$ cat src/rtl/io_pkg.sv
// Shared IO decode and status-word bit positions for the UART console arbiter.
// Word-address bits are decoded independently, so one access may hit several.
package io_pkg;

    localparam int unsigned IO_UART_DAT  = 1;
    localparam int unsigned IO_UART_STAT = 2;
    localparam int unsigned IO_HALT      = 3;

    localparam int unsigned ST_FULL = 9;
    localparam int unsigned ST_OVF  = 10;

endpackage

$ cat src/rtl/io_txfifo.sv
// Per-port byte FIFO feeding the round-robin UART arbiter.
// Single clock, first-word-fall-through read port, occupancy counter 0..DEPTH.
module io_txfifo #(
    parameter  int unsigned DEPTH = 16,
    localparam int unsigned CW    = $clog2(DEPTH) + 1
) (
    input  logic          clk,
    input  logic          resetn,
    input  logic          push,
    input  logic [7:0]    din,
    input  logic          pop,
    output logic [7:0]    dout,
    output logic [CW-1:0] count,
    output logic          full,
    output logic          empty
);

    localparam int unsigned AW = $clog2(DEPTH);

    logic [7:0]    mem [DEPTH];
    logic [AW-1:0] wr_ptr;
    logic [AW-1:0] rd_ptr;
    logic          do_push;
    logic          do_pop;

    assign full    = (count == CW'(DEPTH));
    assign empty   = (count == '0);
    assign do_push = push & ~full;
    assign do_pop  = pop & ~empty;
    assign dout    = mem[rd_ptr];

    // Pointers are log2(DEPTH) wide, so they wrap modulo DEPTH on their own.
    always_ff @(posedge clk or negedge resetn) begin
        if (!resetn) begin
            wr_ptr <= '0;
            rd_ptr <= '0;
            count  <= '0;
        end else begin
            if (do_push) wr_ptr <= wr_ptr + 1'b1;
            if (do_pop)  rd_ptr <= rd_ptr + 1'b1;
            count <= count + CW'(do_push) - CW'(do_pop);
        end
    end

    always_ff @(posedge clk) begin
        if (do_push) mem[wr_ptr] <= din;
    end

endmodule

$ cat src/rtl/io_uart_arbiter.sv
// Per-hart UART TX FIFOs drained round-robin into one valid/ready byte stream,
// with per-port status readback, sticky overflow flags and drain-before-halt.
module io_uart_arbiter
    import io_pkg::*;
#(
    parameter int unsigned NPORTS = 2,
    parameter int unsigned DEPTH  = 16
) (
    input  logic                 clk,
    input  logic                 resetn,
    input  logic [NPORTS-1:0]    io_wr,
    input  logic [NPORTS*32-1:0] io_addr,
    input  logic [NPORTS*32-1:0] io_wdata,
    output logic [NPORTS*32-1:0] io_rdata,
    output logic [7:0]           uart_data,
    output logic                 uart_valid,
    input  logic                 uart_ready,
    output logic [NPORTS-1:0]    ovf,
    output logic                 halt
);

    localparam int unsigned CW = $clog2(DEPTH) + 1;
    localparam int unsigned PW = (NPORTS > 1) ? $clog2(NPORTS) : 1;

    logic [NPORTS-1:0] dat_wr;
    logic [NPORTS-1:0] stat_wr;
    logic [NPORTS-1:0] halt_wr;
    logic [NPORTS-1:0] push;
    logic [NPORTS-1:0] pop;
    logic [NPORTS-1:0] full;
    logic [NPORTS-1:0] empty;
    logic [7:0]        dout  [NPORTS];
    logic [CW-1:0]     count [NPORTS];

    logic [PW-1:0] rr;
    logic [PW-1:0] gnt;
    logic          any_ne;
    logic          load;
    logic          halt_pend;

    for (genvar p = 0; p < NPORTS; p++) begin : g_port
        logic [13:0] wa;

        assign wa         = io_addr[32*p+15 : 32*p+2];
        assign dat_wr[p]  = io_wr[p] & wa[IO_UART_DAT];
        assign stat_wr[p] = io_wr[p] & wa[IO_UART_STAT];
        assign halt_wr[p] = io_wr[p] & wa[IO_HALT];
        assign push[p]    = dat_wr[p] & ~full[p];
        assign pop[p]     = load & (gnt == PW'(p));

        assign io_rdata[32*p +: 32] = wa[IO_UART_STAT]
            ? {21'b0, ovf[p], full[p], 1'b0, 8'(count[p])}
            : '0;

        io_txfifo #(
            .DEPTH(DEPTH)
        ) u_fifo (
            .clk    (clk),
            .resetn (resetn),
            .push   (push[p]),
            .din    (io_wdata[32*p +: 8]),
            .pop    (pop[p]),
            .dout   (dout[p]),
            .count  (count[p]),
            .full   (full[p]),
            .empty  (empty[p])
        );
    end

    // Search starts one past the last grant, so the previous winner is tried last.
    always_comb begin
        int unsigned idx;
        logic [PW-1:0] idx_p;
        idx    = 0;
        idx_p  = '0;
        gnt    = rr;
        any_ne = 1'b0;
        for (int unsigned i = 1; i <= NPORTS; i++) begin
            idx   = (int'(rr) + i) % NPORTS;
            idx_p = PW'(idx);
            if (!any_ne && !empty[idx_p]) begin
                gnt    = idx_p;
                any_ne = 1'b1;
            end
        end
        load = any_ne & (~uart_valid | uart_ready);
    end

    // A write to a full FIFO beats a same-cycle status-write clear.
    always_ff @(posedge clk or negedge resetn) begin
        if (!resetn) begin
            ovf <= '0;
        end else begin
            ovf <= (ovf & ~stat_wr) | (dat_wr & full);
        end
    end

    always_ff @(posedge clk or negedge resetn) begin
        if (!resetn) begin
            uart_data  <= '0;
            uart_valid <= 1'b0;
            rr         <= PW'(NPORTS - 1);
        end else if (load) begin
            uart_data  <= dout[gnt];
            uart_valid <= 1'b1;
            rr         <= gnt;
        end else if (uart_valid && uart_ready) begin
            uart_valid <= 1'b0;
        end
    end

    always_ff @(posedge clk or negedge resetn) begin
        if (!resetn) begin
            halt_pend <= 1'b0;
            halt      <= 1'b0;
        end else begin
            if (|halt_wr) halt_pend <= 1'b1;
            if (halt_pend && (&empty) && !uart_valid) halt <= 1'b1;
        end
    end

endmodule

$ cat config.mk
export PLATFORM = sky130hd
export DESIGN_NAME = io_uart_arbiter
export DESIGN_NICKNAME = d
export VERILOG_FILES = /design/src/rtl/io_pkg.sv /design/src/rtl/io_txfifo.sv /design/src/rtl/io_uart_arbiter.sv
export SDC_FILE = /design/constraint.sdc
export NUM_CORES = 1
export LEC_CHECK = 0
export CORE_ASPECT_RATIO = 2
export CORE_UTILIZATION = 48
export CTS_CLUSTER_DIAMETER = 40
export DETAILED_ROUTE_END_ITERATION = 6
export PLACE_DENSITY = 0.75
export SYNTH_ARGS = -nofsm -noshare
export SYNTH_HDL_FRONTEND = slang
export SYNTH_SLANG_ARGS = --single-unit
$ cat constraint.sdc
create_clock -name clk -period 3.05 [get_ports clk]
set_input_delay 0.7625 -clock clk [delete_from_list [all_inputs] [get_ports clk]]
set_output_delay 0.7625 -clock clk [all_outputs]
set_load 0.05 [all_outputs]
==> impl_results.md <==
- Die height: 230 um
- Routed wire length: 23600 um
- Number of buffers created by CTS: 24
- Synth Flop Type: edfxtp_1
- Yosys top cell by area: edfxtp_1
- Synth warn: 0
- Int Power: 8.60 mW
- Switching Share: 31.6%
- Design Area, Final: 0.0145 mm2
- Core Area: 0.0255 mm2
- Max rail drop VDD: 0.000502 V
- Die area: 0.0266 mm2
- Fillers: 1932
- Synthesized flop and latch total: 296
- Final setup fails: 0
- Final Cycle Share: 94.2%
- Pwr dens: 870 mW/mm2
- Clock share of power: 25.5%
- Pre-antenna DRT Iters: 4
- # rows: 83
- Register clock-pin slew on the reported worst setup and hold paths: 0.07 ns
- Detail Route Antenna Nets: 0
- Minimum clock period: 2.87 ns
- Mean Syn Cell Area: 18.4 um2
- Synth top area share: 61.7%
- Fin cells: 1141
- Post-Syn Instances: 678
- Number of cells on the worst reg-to-reg path: 14
- First-pass GRT wire length: 36600 um
- Hold WC Path Type: in -> async
- Post-CTS Hold Buffers: 0
- GP Congestion: 0.824
- Crit end category: register
- DIE WIDTH: 116 um
- Layout Nets: 942
- Post-synth EDFFs: 256
- Yosys cell types: 51
- Total GRT Usage: 18.8%
- Slowest cell on crit path: or4b_4
- Worst clock skew: 0.0155 ns
- Total number of vias: 6124
- Critical Path Most Common Cell: inv_1
- Vias in the first global route: 6550
- Post-synthesis cell area: 0.0125 mm2
- DR WL/cell: 20.7 um
- Share of layout cells above drive strength 1: 25.1%
- CP Max Fanout: 5
- Slew of the pin with the lowest slew margin: 0.894 ns
- Root buffer cell: clkbuf_16
- Place WS: -0.130 ns
- Rel. slew slack: 40.4%
- Logic gate share of total power: 31.8%
- CP required: 3.51 ns
- Max Clock Freq: 348 MHz
- CTS Buffer Depth: 3
- Placed Area: 0.0136 mm2
- CP top delay family: adder cells
- DRC Markers: 0
- RSZ-0062 raised after global routing: no
- NetSw: 3.98 mW
- CTS H-Tree Depth: 1
- Multi-input logic area: 0.00334 mm2
- Slack of the critical path: 0.176 ns
- Initial antenna violation count: 0
- MaxCap Viol Count: 0
- Initial Util: 48.7%
- N_diodes: 0
- Largest net degree at the start of global routing: 32
- Post-DP HPWL: 17000 um
- Status: finished, final reports clean
- Async SR Flop Fraction: 13.5%
- WS Path Type: reg -> reg
- Area grow syn2layout: 16.1%
- TritonCTS clock tree: yes
- Max Transition Viols Final: 0
- Seq/Total Area, Yosys: 69.8%
- Static leakage: 5.07 nW
- Critical path's largest stage delay: 0.54 ns
- Crit path depth: 14
- Largest cells by area after synthesis: edfxtp_1 (62%), mux4_2 (12%), dfrtp_1 (7.8%)
- Register share of total power: 42.7%
- CP bufs+invs: 5
- GRT overflow: 0
- CP Launch Type: register
- Worst-skew pair later-pin latency: 0.54 ns
- DRT iter0 DRCs: 248
- Via/cell ratio: 5.37
- CP Cell Sequence: inv_1 -> ha_1 -> or4b_4 -> o211ai_4 -> inv_2 -> ha_1 -> inv_1 -> ha_2 -> inv_1 -> fa_1 -> inv_1 -> a21oi_1 -> o21bai_1 -> xnor2_1
- Placed insts: 1097
- Hold Vio Cnt, Final: 0
- IO buf count: 52
- Register Area: 0.00869 mm2
- Worst Path Arrival: 3.33 ns
- Number of I/O pins: 209
- Clk sinks: 296
-- timing repair --
action	4_1_cts	5_1_grt
gates resized for setup	0	2
endpoints found under the setup margin	0	1
buffers inserted	0	2
-- area by class of cell --
type | instances | area share [%]
clock buffers | 24 | 4.15
clock inverters | 18 | 1.51
inverters | 23 | 0.597
multi-input cells | 331 | 23.1
flip-flops and latches | 296 | 60.1
well taps | 340 | 2.94
repair buffers | 109 | 7.58
-- cells in the final DEF (no fill, tap or decap), types with 11 or more instances in the layout --
master           Yosys  final
nand2_1             24     24
ha_1                22     21
mux2_2              11     11
mux2i_1             19     19
dfrtp_1             39     38
nor2_1              29     29
clkbuf_16            0     24
mux4_2              64     64
clkdlybuf4s50_1      0     37
edfxtp_1           256    256
and2_1              14     14
inv_1               22     22
xnor2_1             12     12
buf_12               0     15
buf_4               53     56
conb_1               1     50
-- flip-flops by register name, summed over array words and instances, names as in the netlist --
register,count
g_port.u_fifo.mem,256
g_port.u_fifo.count,10
g_port.u_fifo.rd_ptr,8
g_port.u_fifo.wr_ptr,8
uart_data,8
ovf,2
halt,1
halt_pend,1
rr,1
uart_valid,1
-- kinds of logic (layout without fill, tap and decap cells) --
family                   count (synthesis)  count (layout)  synth area share, %
multiplexers                            95              95                 14.2
adder cells (fa/ha/maj)                 24              24                 2.53
other                                    1              50               0.0301
AO/OA/AOI/OAI                           46              46                 3.05
flip-flops                             296             296                 69.8
AND/OR/NAND/NOR                         97              97                 4.07
XOR/XNOR                                19              19                 1.40
buffers and inverters                  100             174                 4.93
-- path summary, 6_finish.rpt --
path                                            from                    endpoint  slack, ns
max in group asynchronous                     resetn  g_port[0].u_fifo.rd_ptr[2]       2.19
setup / recovery           g_port[0].u_fifo.count[3]   g_port[0].u_fifo.count[4]       0.18
setup reg to reg           g_port[0].u_fifo.count[3]   g_port[0].u_fifo.count[4]       0.18
hold reg to reg                                 halt                        halt       0.47
hold / removal                                resetn   g_port[0].u_fifo.count[3]       0.24
min in group clk                                halt                        halt       0.47
-- power groups by stage --
stage	Clock (mW)	Combinational, mW	Sequential [mW]
after CTS	3.28	4.05	5.38
after global routing	3.42	4.30	5.44
after global placement	0	3.94	5.45
after floorplan	0	3.01	5.29
final	3.21	4.00	5.37
after detailed placement	0	4.02	5.47
-- per-layer routing --
metal	share of wire, %	global-route usage [%]	up-vias
li1	-	-	2741
met1	31	18.3	3135
met2	60	37.0	181
met3	3.0	1.85	67
met4	5.1	10.2	0
met5	0	0	-
-- metrics by stage --
step | total power [mW] | hold slack (ns) | utilization, % | TNS, ns
6_report | 12.6 | 0.239 | 56.6 | 0
5_1_grt | 13.2 | 0.266 | 56.6 | 0
4_1_cts | 12.7 | 0.235 | 56.5 | 0
3_5_place_dp | 9.49 | 0.460 | 53.3 | -0.187
3_3_place_gp | 9.39 | 0.451 | 53.3 | -0.0844
2_1_floorplan | 8.31 | 0.448 | - | 0
-- synthesized netlist by cell type, drive strengths merged, types with 2 or more instances --
cell and number:
clkbuf 7, mux4 64, edfxtp 256, and2 15, buf 70, mux2i 19
xnor2 13, nand4 3, nor2b 2, nor2 29, inv 23, a221o 4
nand2 25, mux2 12, fa 2, xor2 6, a32oi 5, ha 22
a22oi 3, o2111ai 2, o211ai 10, a32o 2, nand2b 9, dfrtp 39
o22ai 3, o21ai 6, or4b 2, a21oi 5, nor3 8, and4bb 2
a21o 2
Power figures use the tool's default switching activity.
